==> src/rtl/shifter_arbiter.sv <==
`default_nettype none
// ============================================================================
// Module      : shifter_arbiter
// Description : Two requesters share one rotate datapath. The rotate width
//               is W = 2**N bits. Arbitration is round-robin. The request
//               ports and the result port each use a valid/ready handshake.
//               The result sits in a one-entry registered stage. A counter
//               records how many results the consumer has taken.
//
// Ports       : clk          rising-edge clock
//               reset_n      asynchronous active-low reset
//               reqX_valid   requester X presents an operation (X = 0, 1)
//               reqX_ready   requester X operation is taken this cycle
//               reqX_a       requester X operand (W bits)
//               reqX_amt     requester X rotate amount (N bits)
//               reqX_lr      requester X direction: 1 = left, 0 = right
//               res_valid    the result register holds a result
//               res_ready    the consumer takes the result this cycle
//               res_data     rotated word
//               res_id       index of the requester that issued res_data
//               op_count     results consumed since reset (wraps)
//
// Revision    : 1.0 - initial release
// ============================================================================
module shifter_arbiter #(
    parameter int N     = 3,
    parameter int CNT_W = 16,
    localparam int W    = 2 ** N
) (
    input  logic             clk,
    input  logic             reset_n,
    input  logic             req0_valid,
    output logic             req0_ready,
    input  logic [W-1:0]     req0_a,
    input  logic [N-1:0]     req0_amt,
    input  logic             req0_lr,
    input  logic             req1_valid,
    output logic             req1_ready,
    input  logic [W-1:0]     req1_a,
    input  logic [N-1:0]     req1_amt,
    input  logic             req1_lr,
    output logic             res_valid,
    input  logic             res_ready,
    output logic [W-1:0]     res_data,
    output logic             res_id,
    output logic [CNT_W-1:0] op_count
);

    typedef enum logic [0:0] {
        ST_EMPTY = 1'b0,
        ST_FULL  = 1'b1
    } state_t;

    state_t           r_state;
    state_t           w_state_next;
    logic [W-1:0]     r_data;
    logic             r_id;
    logic             r_last_grant;
    logic [CNT_W-1:0] r_count;

    logic             w_gnt_valid;
    logic             w_gnt_id;
    logic             w_can_accept;
    logic             w_accept;
    logic             w_drain;

    logic [W-1:0]     w_sel_a;
    logic [N-1:0]     w_sel_amt;
    logic             w_sel_lr;
    logic [2*W-1:0]   w_dbl;
    logic [2*W-1:0]   w_shl;
    logic [2*W-1:0]   w_shr;
    logic [W-1:0]     w_rot;

    // ------------------------------------------------------------------
    // Round-robin grant. When both requesters are valid, the one that was
    // not granted last wins. last_grant only moves on an accept, so a
    // stalled contention is resolved the same way once the stall clears.
    // ------------------------------------------------------------------
    assign w_gnt_valid = req0_valid | req1_valid;
    assign w_gnt_id    = req1_valid & (~req0_valid | ~r_last_grant);

    // ------------------------------------------------------------------
    // Rotate of the granted operand. Rotating {a,a} by amt and keeping one
    // half gives the wrap-around bits with no special case for amt = 0.
    // ------------------------------------------------------------------
    assign w_sel_a   = w_gnt_id ? req1_a   : req0_a;
    assign w_sel_amt = w_gnt_id ? req1_amt : req0_amt;
    assign w_sel_lr  = w_gnt_id ? req1_lr  : req0_lr;
    assign w_dbl     = {w_sel_a, w_sel_a};
    assign w_shl     = w_dbl << w_sel_amt;
    assign w_shr     = w_dbl >> w_sel_amt;
    assign w_rot     = w_sel_lr ? w_shl[2*W-1:W] : w_shr[W-1:0];

    // ------------------------------------------------------------------
    // Output-stage state machine
    // ------------------------------------------------------------------
    always_ff @(posedge clk or negedge reset_n) begin
        if (!reset_n) begin
            r_state <= ST_EMPTY;
        end else begin
            r_state <= w_state_next;
        end
    end

    always_comb begin
        w_state_next = r_state;
        // The stage can take a new result if it is empty, or if its current
        // result leaves in the same cycle.
        w_can_accept = (r_state == ST_EMPTY) | res_ready;
        w_accept     = w_can_accept & w_gnt_valid;
        w_drain      = (r_state == ST_FULL) & res_ready;
        req0_ready   = w_can_accept & w_gnt_valid & ~w_gnt_id;
        req1_ready   = w_can_accept & w_gnt_valid &  w_gnt_id;
        case (r_state)
            ST_EMPTY: begin
                if (w_accept) begin
                    w_state_next = ST_FULL;
                end
            end
            ST_FULL: begin
                if (res_ready && !w_accept) begin
                    w_state_next = ST_EMPTY;
                end
            end
            default: w_state_next = ST_EMPTY;
        endcase
    end

    // ------------------------------------------------------------------
    // Result payload and arbitration history. The payload is kept on a
    // drain, so only an accept changes it.
    // ------------------------------------------------------------------
    always_ff @(posedge clk or negedge reset_n) begin
        if (!reset_n) begin
            r_data       <= '0;
            r_id         <= 1'b0;
            r_last_grant <= 1'b1;
        end else if (w_accept) begin
            r_data       <= w_rot;
            r_id         <= w_gnt_id;
            r_last_grant <= w_gnt_id;
        end
    end

    always_ff @(posedge clk or negedge reset_n) begin
        if (!reset_n) begin
            r_count <= '0;
        end else if (w_drain) begin
            r_count <= r_count + CNT_W'(1);
        end
    end

    assign res_valid = (r_state == ST_FULL);
    assign res_data  = r_data;
    assign res_id    = r_id;
    assign op_count  = r_count;

endmodule
`default_nettype wire

==> config.mk <==
export PLATFORM = sky130hd
export DESIGN_NAME = shifter_arbiter
export DESIGN_NICKNAME = d
export VERILOG_FILES = /design/src/rtl/shifter_arbiter.sv
export SDC_FILE = /design/constraint.sdc
export NUM_CORES = 1
export LEC_CHECK = 0
export CORE_MARGIN = 10
export CORE_UTILIZATION = 50
export DETAILED_ROUTE_END_ITERATION = 8
export HOLD_SLACK_MARGIN = 0.02
export PLACE_DENSITY_LB_ADDON = 0.3
export SLEW_MARGIN = 20
export SYNTH_ARGS = -nofsm -noshare
export SYNTH_HDL_FRONTEND = slang
export SYNTH_SLANG_ARGS = --single-unit
==> constraint.sdc <==
create_clock -name clk -period 2.1 [get_ports clk]
set_input_delay 0.42 -clock clk [delete_from_list [all_inputs] [get_ports clk]]
set_output_delay 0.42 -clock clk [all_outputs]
set_load 0.01 [all_outputs]
==> impl_summary.log, run 1 <==
[metrics] run status: complete, no violations
[metrics] die footprint: around 7600 um^2
[metrics] switching pwr: between 600 and 700 uW
[metrics] worst max-slew margin expressed relative to the limit: approximately 67%
[metrics] CP Class: in -> out
[metrics] final core occ: 74.0%
[metrics] combinational cell fraction of total power: ~47%
[metrics] number of input and output port buffers inserted: 56
[metrics] Synth Area in Adders: less than 1%
[metrics] number of flip-flops and latches in the synthesized netlist: 27
[metrics] Post-synth EDFFs: 0
[metrics] crit end category: output port
[metrics] final number of hold-violating endpoints: 0
[metrics] number of fillers in the final layout: 340
[metrics] Max Freq: about 500 MHz
[metrics] pwr dens: a little over 600 nW/um^2
[metrics] portion of the post-synthesis area used by sequential elements: between 20% and 30%
[metrics] largest net degree at the start of global routing: 28
[metrics] CP startpoint kind: primary input
[metrics] area fraction in compound gates after synthesis: roughly 16%
[metrics] post-detailed-route wirelength per cell: between 15 and 20 um
[metrics] maximum level of the CTS H-tree: 1
[metrics] portion of total power attributed to sequential cells: between 30% and 40%
[metrics] clock-pin slew reported for the worst setup and hold paths after clock tree synthesis: around 0.090 ns
[metrics] number of antenna violations at the first check in global routing: 0
[metrics] layout-stage area growth over the synthesis result: 42.8%
[metrics] diode insertion count for antenna repair: 0
[metrics] DRC violation count after routing: 0
[metrics] number of maximum-capacitance violations: 0
[metrics] type of the most critical hold path: reg -> reg
[metrics] xor/xnor share of the synthesized area: about 5.8%
[metrics] number of nets with antenna violations after detailed routing: 0
[metrics] maximum ir drop on the vdd rail: about 630 uV
[metrics] share of final-layout standard cells stronger than drive strength 1: between 20% and 30%
[metrics] data arrival time of the critical path: 1.57 ns
[metrics] Final GP Congestion: roughly 0.98
[metrics] main combinational cell family by area after synthesis: multiplexers
[metrics] clock tree from TritonCTS: yes
[metrics] minimum clock period: about 2 ns
[metrics] post-synthesis async set-or-reset flop share: 100%
[metrics] Pre-antenna DRT Iters: 4
[metrics] Simple-Gate Fraction of Synth Area: 17.7%
[metrics] final critical-path share of the clock period: between 90% and 100%
[metrics] total vias in the final route: 2,263
[metrics] cts bufs inserted: 3
[metrics] DRC marker count from the first detailed-route iteration: around 260
[metrics] Clock Skew: slightly below 0.008 ns
[metrics] multiplexer share of the synthesized area: ~25%
[metrics] detailed-placement wirelength estimate: 5.53 mm
[metrics] number of global-route vias before repair: 2,181
[metrics] width of the die: 87.4 um
[metrics] effective utilization at floorplan: 51.8%
[metrics] RSZ-0062 raised after global routing: false
[metrics] Synth Warn #: 0
[metrics] first-pass GRT wire length: 10.9 mm
[metrics] count of pins on the block boundary: between 50 and 60
[metrics] Core Footprint: 4380 um^2
[metrics] Required @ worst endpoint: between 1.5 and 2 ns
[metrics] clock latency reported for the late side of the worst-skew pair: 0.27 ns
[metrics] CTS max path bufs: 2
[metrics] Post-Syn Area per Cell: approximately 9.7 um^2
[metrics] leak pwr: between 1 and 1.5 nW
[metrics] number of clock sinks: 27
[metrics] worst slew pin tran: a little under 0.5 ns
[metrics] Clk network pwr share: roughly 15%
[metrics] Switching Fraction: between 30% and 40%
[metrics] number of cells produced by synthesis: roughly 230
[metrics] clock tree root driver cell: clkbuf_8
[metrics] post-synthesis instance area: about 2300 um^2
[metrics] combined global-route utilization of all metal layers: 17.4%
[metrics] max-slew violations: 0
[metrics] via density per instance: approximately 6
[metrics] Row Count: 24
[metrics] Yosys top cell area share: between 20% and 30%
[metrics] overflow left after global routing: 0
[metrics] Post-Synthesis Net Count: between 200 and 300
[metrics] number of setup violations in the final report: 0
[metrics] cell types with the largest area share after synthesis: dfrtp_1 29%, mux2i_1 13%, mux4_2 6.0%
[metrics] die height: 87.4 um
[metrics] largest area contributor in the synthesized netlist: dfrtp_1
[metrics] flip-flop cell with the highest count after synthesis: dfrtp_1
[metrics] count of unique library cells instantiated by Yosys: between 40 and 50
[metrics] critical path peak fanout: 3
[metrics] Net count, final: around 360
[metrics] hold buffers post-CTS: 0
[metrics] overall routed net length: slightly below 7 mm
[metrics] Internal Pwr Total: 1.29 mW
[metrics] Hold WS: 0.481 ns
[path summary, 6_finish.rpt]
kind                                     startpoint                        to  slack (ns)  cells after the start
min in group asynchronous                   reset_n  op_count[10]$_DFFE_PN0P_        0.50                      2
max in group asynchronous                   reset_n  r_last_grant$_DFFE_PN1P_        1.28                      2
setup / recovery                          res_ready                req0_ready        0.11                      5
setup reg to reg           r_last_grant$_DFFE_PN1P_   res_data[1]$_DFFE_PN0P_        0.17                      7
hold / removal             op_count[15]$_DFFE_PN0P_  op_count[15]$_DFFE_PN0P_        0.48                      1
hold reg to reg            op_count[15]$_DFFE_PN0P_  op_count[15]$_DFFE_PN0P_        0.48                      1
[flip-flops by register name, indices dropped and copies added (netlist names)]
signal / flops
op_count: 16
res_data: 8
res_id: 1
res_valid: 1
r_last_grant: 1
[final cells by class]
class                      instances  area (um^2)  share of cell area [%]
clock buffer                       4         45.0                    1.39
timing repair buffer             102          927                    28.6
inverter                           2         7.51                   0.231
sequential                        27          677                    20.9
tap                               52         65.1                    2.01
multi-input combinational        190         1520                    46.9
[layer usage]
metal | share of wire, % | track usage (%) | vias to the layer above
met5 | 0 | 0 | -
met4 | 0.95 | 2.03 | 0
met3 | 8.6 | 4.96 | 8
met2 | 49 | 28.1 | 81
met1 | 42 | 23.1 | 1097
li1 | - | - | 1077
[layout by cell type, fill, tap and decap left out, types with 6 or more instances in the layout]
| cell type | instances |
|---|---|
| xor2_1 | 6 |
| clkdlybuf4s50_1 | 51 |
| and3_1 | 8 |
| mux4_2 | 6 |
| a211oi_1 | 8 |
| o22ai_1 | 11 |
| buf_4 | 44 |
| nor3_1 | 8 |
| nand2_1 | 15 |
| mux2i_1 | 27 |
| nor2b_1 | 6 |
| nor2_1 | 13 |
| xnor2_1 | 9 |
| mux2_2 | 9 |
| a21oi_1 | 6 |
| dfrtp_1 | 26 |
| nand3_1 | 11 |
[repair_timing]
action,CTS,global route
endpoints found under the setup margin,9,8
gates resized for setup,5,11
setup buffers,0,1
pin swaps,1,3
[synth_stat cells, drive strengths merged, types with 2 or more instances]
master and number:
and3 8, a2111oi 4, a21o 3, nor3 10, mux4 6, mux2i 31
xor2 6, o21ai 4, o22ai 11, a21oi 6, a31o 2, nand2 15
a31oi 3, o32ai 2, a311oi 2, nor4 3, clkbuf 2, nand2b 4
o31ai 2, a211oi 8, buf 13, inv 2, dfrtp 26, mux2 10
nor2b 6, nand3 11, and2 4, nor2 13, xnor2 9
[power by group through the flow]
stage          Combinational, mW  Clock (mW)  Sequential, mW
2_1_floorplan              0.394           0           0.780
3_3_place_gp               0.886           0           0.744
3_5_place_dp               0.906           0           0.751
4_1_cts                    0.916       0.301           0.744
5_1_grt                     1.00       0.322           0.760
6_report                   0.930       0.294           0.745
[logic make-up (layout without fill, tap and decap cells)]
group,after synthesis,in the layout
fa+ha+maj,1,1
simple gates,76,76
compound gates,51,51
xor+xnor,15,15
buf+inv,17,108
mux,47,47
flops,27,27
[per-stage QoR]
| step | setup slack (ns) | area [um^2] | cells | total power, mW | TNS, ns |
|---|---|---|---|---|---|
| global route | 0.00274 | 3240 | 377 | 2.08 | 0 |
| CTS | 0.00853 | 3200 | 376 | 1.96 | 0 |
| floorplan | 0.355 | 2270 | 234 | 1.17 | 0 |
| finish | 0.105 | 3240 | 377 | 1.97 | 0 |
| detailed placement | -0.337 | 3140 | 372 | 1.66 | -2.95 |
| global placement | -0.394 | 3140 | 372 | 1.63 | -2.74 |
[worst max-delay path, stage by stage]
cell and delay, ns:
clkdlybuf4s50_1 0.50, nand2b_1 0.14, o21ai_0 0.11, nor2_1 0.12, dlygate4sd2_1 0.28
(Power assumes the default switching activity.)
==> run 2, diff against run 1 <==
==> constraint.sdc (replaced) <==
create_clock -name clk -period 2.5 [get_ports clk]
set_input_delay 0.5 -clock clk [delete_from_list [all_inputs] [get_ports clk]]
set_output_delay 0.5 -clock clk [all_outputs]
set_load 0.01 [all_outputs]
==> run 2 against run 1 <==
Compared with the run above:
- clock power down 18%
- clock-buffer cell count shrank 1
- final area shrank 5.9%
- register-to-register slack better by 0.34 ns
- total power fell by 19%
- flip-flop and latch count is the same
- via count fell by 5.1%
- critical path depth increased by 2
- highest routed layer unchanged
- worst hold slack better by 0.0033 ns
==> impl_summary.log, run 2 (same netlist as run 1, synthesis figures left out) <==
[metrics] crit end category: register
[metrics] Max Freq: approximately 450 MHz
[metrics] run status: complete, no violations
[metrics] final number of hold-violating endpoints: 0
[metrics] slack of the worst reg-to-reg path: 0.51 ns
[metrics] commonest non-fill, non-tap cell in the layout: clkdlybuf4s50_1
[metrics] effective utilization at floorplan: 51.8%
[metrics] via density per instance: ~6
[metrics] depth of the worst register-to-register path: 6
[metrics] number of nets with antenna violations after detailed routing: 0
[metrics] Hold WS: 0.484 ns
[metrics] Row Count: 24
[metrics] GR met1 Demand/Resource: a little over a fifth
[metrics] Required @ worst endpoint: between 2 and 3 ns
[metrics] clock tree root driver cell: clkbuf_8
[metrics] cell with the largest stage delay on the worst path: clkdlybuf4s50_1
[metrics] startpoint of the lowest-slack hold path: op_count[15]$_DFFE_PN0P_
[metrics] combined global-route utilization of all metal layers: between 10% and 20%
[metrics] number of antenna violations at the first check in global routing: 0
[metrics] diode insertion count for antenna repair: 0
[metrics] met2 track utilization from global routing: approximately 28%
[metrics] busiest layer in global routing: met2
[metrics] flip-flop count of the largest register, all copies and words added: 16
[metrics] source of the worst register-to-register timing path: r_last_grant$_DFFE_PN1P_
[metrics] cts bufs inserted: 3
[metrics] DRC marker count from the first detailed-route iteration: between 200 and 300
[metrics] CP startpoint kind: primary input
[metrics] type of the most critical hold path: reg -> reg
[metrics] commonest cells after routing, fill and taps aside: 54 x clkdlybuf4s50_1, 30 x mux2i_1, 26 x dfrtp_1
[metrics] Core Footprint: between 4000 and 5000 um^2
[metrics] final-layout setup total negative slack: 0 ns
[metrics] Pre-antenna DRT Iters: 4
[metrics] Final GP Congestion: between 0.9 and 1
[metrics] final core occ: 69.6%
[metrics] final critical-path share of the clock period: between 80% and 90%
[metrics] Clock Skew: about 0.0079 ns
[metrics] maximum level of the CTS H-tree: 1
[metrics] ordered list of cells on the worst path: clkdlybuf4s50_1, a21bo_1, buf_4, mux2i_4, mux2i_1, o22ai_1, nor4_1
[metrics] RSZ-0062 raised after global routing: false
[metrics] count of pins on the block boundary: 57
[metrics] worst max-slew margin expressed relative to the limit: about two thirds
[metrics] die footprint: ~7600 um^2
[metrics] total vias in the final route: 2,148
[metrics] leak pwr: 1.31 nW
[metrics] largest net degree at the start of global routing: 28
[metrics] clock latency reported for the late side of the worst-skew pair: 0.27 ns
[metrics] DRC violation count after routing: 0
[metrics] grt met3 use: ~4.8%
[metrics] CTS max path bufs: 2
[metrics] data arrival time of the critical path: 2.39 ns
[metrics] layout-stage area growth over the synthesis result: 34.3%
[metrics] number of global-route vias before repair: roughly 2,100
[metrics] detailed-placement wirelength estimate: approximately 5.2 mm
[metrics] maximum ir drop on the vdd rail: 499 uV
[metrics] number of input and output port buffers inserted: 56
[metrics] terminus of the critical flop-to-flop path: res_data[4]$_DFFE_PN0P_
[metrics] clock-pin slew reported for the worst setup and hold paths after clock tree synthesis: roughly 0.09 ns
[metrics] width of the die: around 87 um
[metrics] die height: 87.4 um
[metrics] number of setup violations in the final report: 0
[metrics] CP Class: in -> reg
[metrics] Worst path max stage delay: ~0.53 ns
[metrics] overall routed net length: roughly 6.5 mm
[metrics] hold buffers post-CTS: 0
[metrics] capture endpoint of the worst hold path: op_count[15]$_DFFE_PN0P_
[metrics] minimum clock period: 2.23 ns
[metrics] worst slew pin tran: between 0.4 and 0.5 ns
[metrics] max-slew violations: 0
[metrics] share of final-layout standard cells stronger than drive strength 1: between 10% and 20%
[metrics] worst hold path depth: 1
[metrics] first-pass GRT wire length: 10.6 mm
[metrics] clock tree from TritonCTS: yes
[metrics] number of maximum-capacitance violations: 0
[metrics] pwr dens: 522 nW/um^2
[metrics] number of clock sinks: 27
[metrics] overflow left after global routing: 0
[metrics] post-detailed-route wirelength per cell: roughly 18 um
[metrics] Net count, final: about 330
[metrics] critical path peak fanout: 6
[run 2: cell count changes in the layout (fill, tap and decap cells not counted), moves of 2 or more]
cell	change
dlygate4sd2_1	-2
buf_4	-22
mux2i_1	+3
clkdlybuf4s50_1	+3
mux2i_2	-2
[run 2: worst max path at each step]
stage	from	endpoint	slack (ns)	cells past startpoint
3_5_place_dp	req1_valid	res_data[7]$_DFFE_PN0P_	0.03	9
2_1_floorplan	req1_valid	res_data[5]$_DFFE_PN0P_	0.67	5
3_3_place_gp	req1_valid	res_data[4]$_DFFE_PN0P_	0.06	8
5_1_grt	req0_valid	res_data[4]$_DFFE_PN0P_	0.13	7
6_report	req0_valid	res_data[4]$_DFFE_PN0P_	0.27	7
4_1_cts	req1_valid	req1_ready	0.04	4
[run 2: layout make-up]
| class | instances | area (um^2) |
|---|---|---|
| Inverter | 2 | 7.51 |
| Multi-Input combinational cell | 190 | 1480 |
| Sequential cell | 27 | 677 |
| Fill cell | 343 | 1330 |
| Clock inverter | 1 | 5.00 |
| Timing Repair Buffer | 80 | 771 |
| Tap cell | 52 | 65.1 |
| Clock buffer | 3 | 41.3 |
[run 2: through the flow]
step           area, um^2  total power, mW  cells  setup slack, ns
6_report             3050             1.59    355            0.273
5_1_grt              3050             1.69    355            0.128
4_1_cts              3050             1.60    355           0.0375
3_5_place_dp         3000             1.36    351           0.0308
3_3_place_gp         3000             1.35    351           0.0616
2_1_floorplan        2270            0.986    234            0.675
[run 2: timing repair]
item	in CTS	in global routing
setup endpoints to repair	0	2
buffers inserted	0	0
gates resized for setup	0	2
[run 2: layer usage]
layer | share of wire [%] | wire, um
met4 | 0.81 | 53
met1 | 42 | 2780
met5 | 0 | 0
met2 | 48 | 3120
met3 | 9.1 | 594
[run 2: power by group]
part / total [mW] / internal [mW] / switching, mW
registers: 0.618 / 0.530 / 0.0880
clock network: 0.240 / 0.111 / 0.128
logic: 0.734 / 0.404 / 0.329
total: 1.59 / 1.05 / 0.546
[run 2: worst max-delay path: cells and delay by family]
family | cells | cell delay [ns]
buffers and inverters | 2 | 0.67
AOI/OAI and AO/OA | 2 | 0.32
and+or+nand+nor | 1 | 0.24
muxes | 2 | 0.66
==> run 3, diff against run 2 <==
--- a/config.mk
+++ b/config.mk
@@ -7,7 +7,9 @@
 export LEC_CHECK = 0
 export CORE_MARGIN = 10
 export CORE_UTILIZATION = 50
+export CTS_CLUSTER_DIAMETER = 50
 export DETAILED_ROUTE_END_ITERATION = 8
+export DONT_BUFFER_PORTS = 1
 export HOLD_SLACK_MARGIN = 0.02
 export PLACE_DENSITY_LB_ADDON = 0.3
 export SLEW_MARGIN = 20
==> run 3 against run 2 <==
Compared with the run above:
- total power decreased by 18%
- sequential share of layout area increased by 6.9 points
- first-iteration DRC count decreased by 0.78%
- clock power increased by 2%
- via count decreased by 13%
- highest routed layer unchanged
==> impl_summary.log, run 3 (same netlist as run 1, synthesis figures left out) <==
[metrics] data arrival time of the critical path: ~2.2 ns
[metrics] area of the multi-input gates: 1480 um^2
[metrics] diode insertion count for antenna repair: 0
[metrics] CP Class: reg -> reg
[metrics] run status: complete, no violations
[metrics] commonest non-fill, non-tap cell in the layout: mux2i_1
[metrics] clock tree root driver cell: clkbuf_8
[metrics] CTS max path bufs: 2
[metrics] crit end category: register
[metrics] clock tree from TritonCTS: yes
[metrics] final-layout setup total negative slack: 0 ns
[metrics] die height: 87.4 um
[metrics] DRC marker count from the first detailed-route iteration: 255
[metrics] first-pass GRT wire length: around 9.6 mm
[metrics] largest net degree at the start of global routing: 27
[metrics] number of nets with antenna violations after detailed routing: 0
[metrics] RSZ-0062 raised after global routing: false
[metrics] max-slew violations: 0
[metrics] final number of hold-violating endpoints: 0
[metrics] final critical-path share of the clock period: between 80 and 90%
[metrics] share of final-layout standard cells stronger than drive strength 1: between 10% and 20%
[metrics] final core occ: 53.1%
[metrics] via density per instance: approximately 6.7
[metrics] cts bufs inserted: 3
[metrics] number of antenna violations at the first check in global routing: 0
[metrics] width of the die: roughly 90 um
[metrics] post-detailed-route wirelength per cell: approximately 22 um
[metrics] worst slew pin tran: around 0.63 ns
[metrics] number of global-route vias before repair: about 1,800
[metrics] post-layout power: between 1 and 1.5 mW
[metrics] minimum clock period: 2.07 ns
[metrics] critical path peak fanout: 7
[metrics] layout-stage area growth over the synthesis result: 2.53%
[metrics] leak pwr: ~0.97 nW
[metrics] CP startpoint kind: register
[metrics] number of fillers in the final layout: just under 400
[metrics] number of input and output port buffers inserted: 0
[metrics] Core Footprint: 4380 um^2
[metrics] Max Freq: 483 MHz
[metrics] Row Count: 24
[metrics] pwr dens: 561 nW/um^2
[metrics] clock latency reported for the late side of the worst-skew pair: around 0.27 ns
[metrics] Required @ worst endpoint: roughly 2.7 ns
[metrics] effective utilization at floorplan: about half
[metrics] worst max-slew margin expressed relative to the limit: a little under three fifths
[metrics] number of setup violations in the final report: 0
[metrics] type of the most critical hold path: in -> async
[metrics] clock-pin slew reported for the worst setup and hold paths after clock tree synthesis: roughly 0.090 ns
[metrics] Final GP Congestion: 0.943
[metrics] Clock Skew: 0.00612 ns
[metrics] number of setup buffers added after CTS: 0
[metrics] count of pins on the block boundary: 57
[metrics] overflow left after global routing: 0
[metrics] overall routed net length: slightly above 6 mm
[metrics] total vias in the final route: 1,862
[metrics] maximum ir drop on the vdd rail: roughly 470 uV
[metrics] maximum level of the CTS H-tree: 1
[metrics] number of gates resized after cts: 0
[metrics] Pre-antenna DRT Iters: 4
[metrics] DRC violation count after routing: 0
[metrics] flip-flop count of the largest register, all copies and words added: 16
[metrics] combined global-route utilization of all metal layers: approximately 15%
[metrics] detailed-placement wirelength estimate: ~4.8 mm
[metrics] number of clock sinks: 27
[metrics] commonest cells after routing, fill and taps aside: 30 x mux2i_1, 26 x dfrtp_1, 15 x nand2_1
[metrics] FF/Latch Area: 677 um^2
[metrics] die footprint: around 7600 um^2
[metrics] Net count, final: 259
[metrics] number of maximum-capacitance violations: 0
[run 3: path summary, 6_finish.rpt]
path                                     startpoint                  endpoint  slack, ns  cells after the start
max                        r_last_grant$_DFFE_PN1P_   res_data[4]$_DFFE_PN0P_       0.43                      5
min                                         reset_n  op_count[12]$_DFFE_PN0P_       0.03                      1
max reg2reg                r_last_grant$_DFFE_PN1P_   res_data[4]$_DFFE_PN0P_       0.43                      5
min reg2reg                r_last_grant$_DFFE_PN1P_  r_last_grant$_DFFE_PN1P_       0.53                      1
max in group asynchronous                   reset_n   op_count[5]$_DFFE_PN0P_       2.31                      1
min in group clk                         req1_valid       res_valid$_DFF_PN0_       0.35                      2
[run 3: worst max-delay path, stage by stage, from the launching register on]
cell     delay (ns)
dfstp_2        0.56
a21bo_1        0.29
mux2i_4        0.40
mux2i_1        0.30
o22ai_1        0.13
nor4_1         0.28
[run 3: power breakdown]
part | switching, mW | internal [mW]
Sequential | 0.154 | 0.529
Combinational | 0.188 | 0.192
Clock | 0.130 | 0.114
Total | 0.473 | 0.835
[run 3: per-layer routing]
metal / vias up / part of all wire, % / global-route usage, %
li1: 880 / - / -
met1: 894 / 41 / 20.4
met2: 82 / 46 / 23.2
met3: 6 / 11 / 6.27
met4: 0 / 1.3 / 2.61
met5: - / 0 / 0
[run 3: final cells by class]
type,instances,area share [%]
Inverter,2,0.322
Tap cell,52,2.79
Multi-Input combinational cell,190,63.7
Clock buffer,4,1.93
Sequential cell,27,29.1
Timing Repair Buffer,5,2.15
[run 3: through the flow]
stage | cells | setup slack, ns | instance area, um^2 | hold WS (ns)
finish | 280 | 0.431 | 2330 | 0.0324
global route | 280 | 0.362 | 2330 | 0.0308
CTS | 280 | 0.441 | 2330 | 0.0359
detailed placement | 275 | 0.449 | 2260 | 0.205
global placement | 275 | 0.488 | 2260 | 0.205
floorplan | 234 | 0.675 | 2270 | 0.204
[run 3: timing repair]
action | in CTS | in global routing
hold buffers | 1 | 0
endpoints found under the setup margin | 0 | 0
hold endpoints to repair | 26 | 0
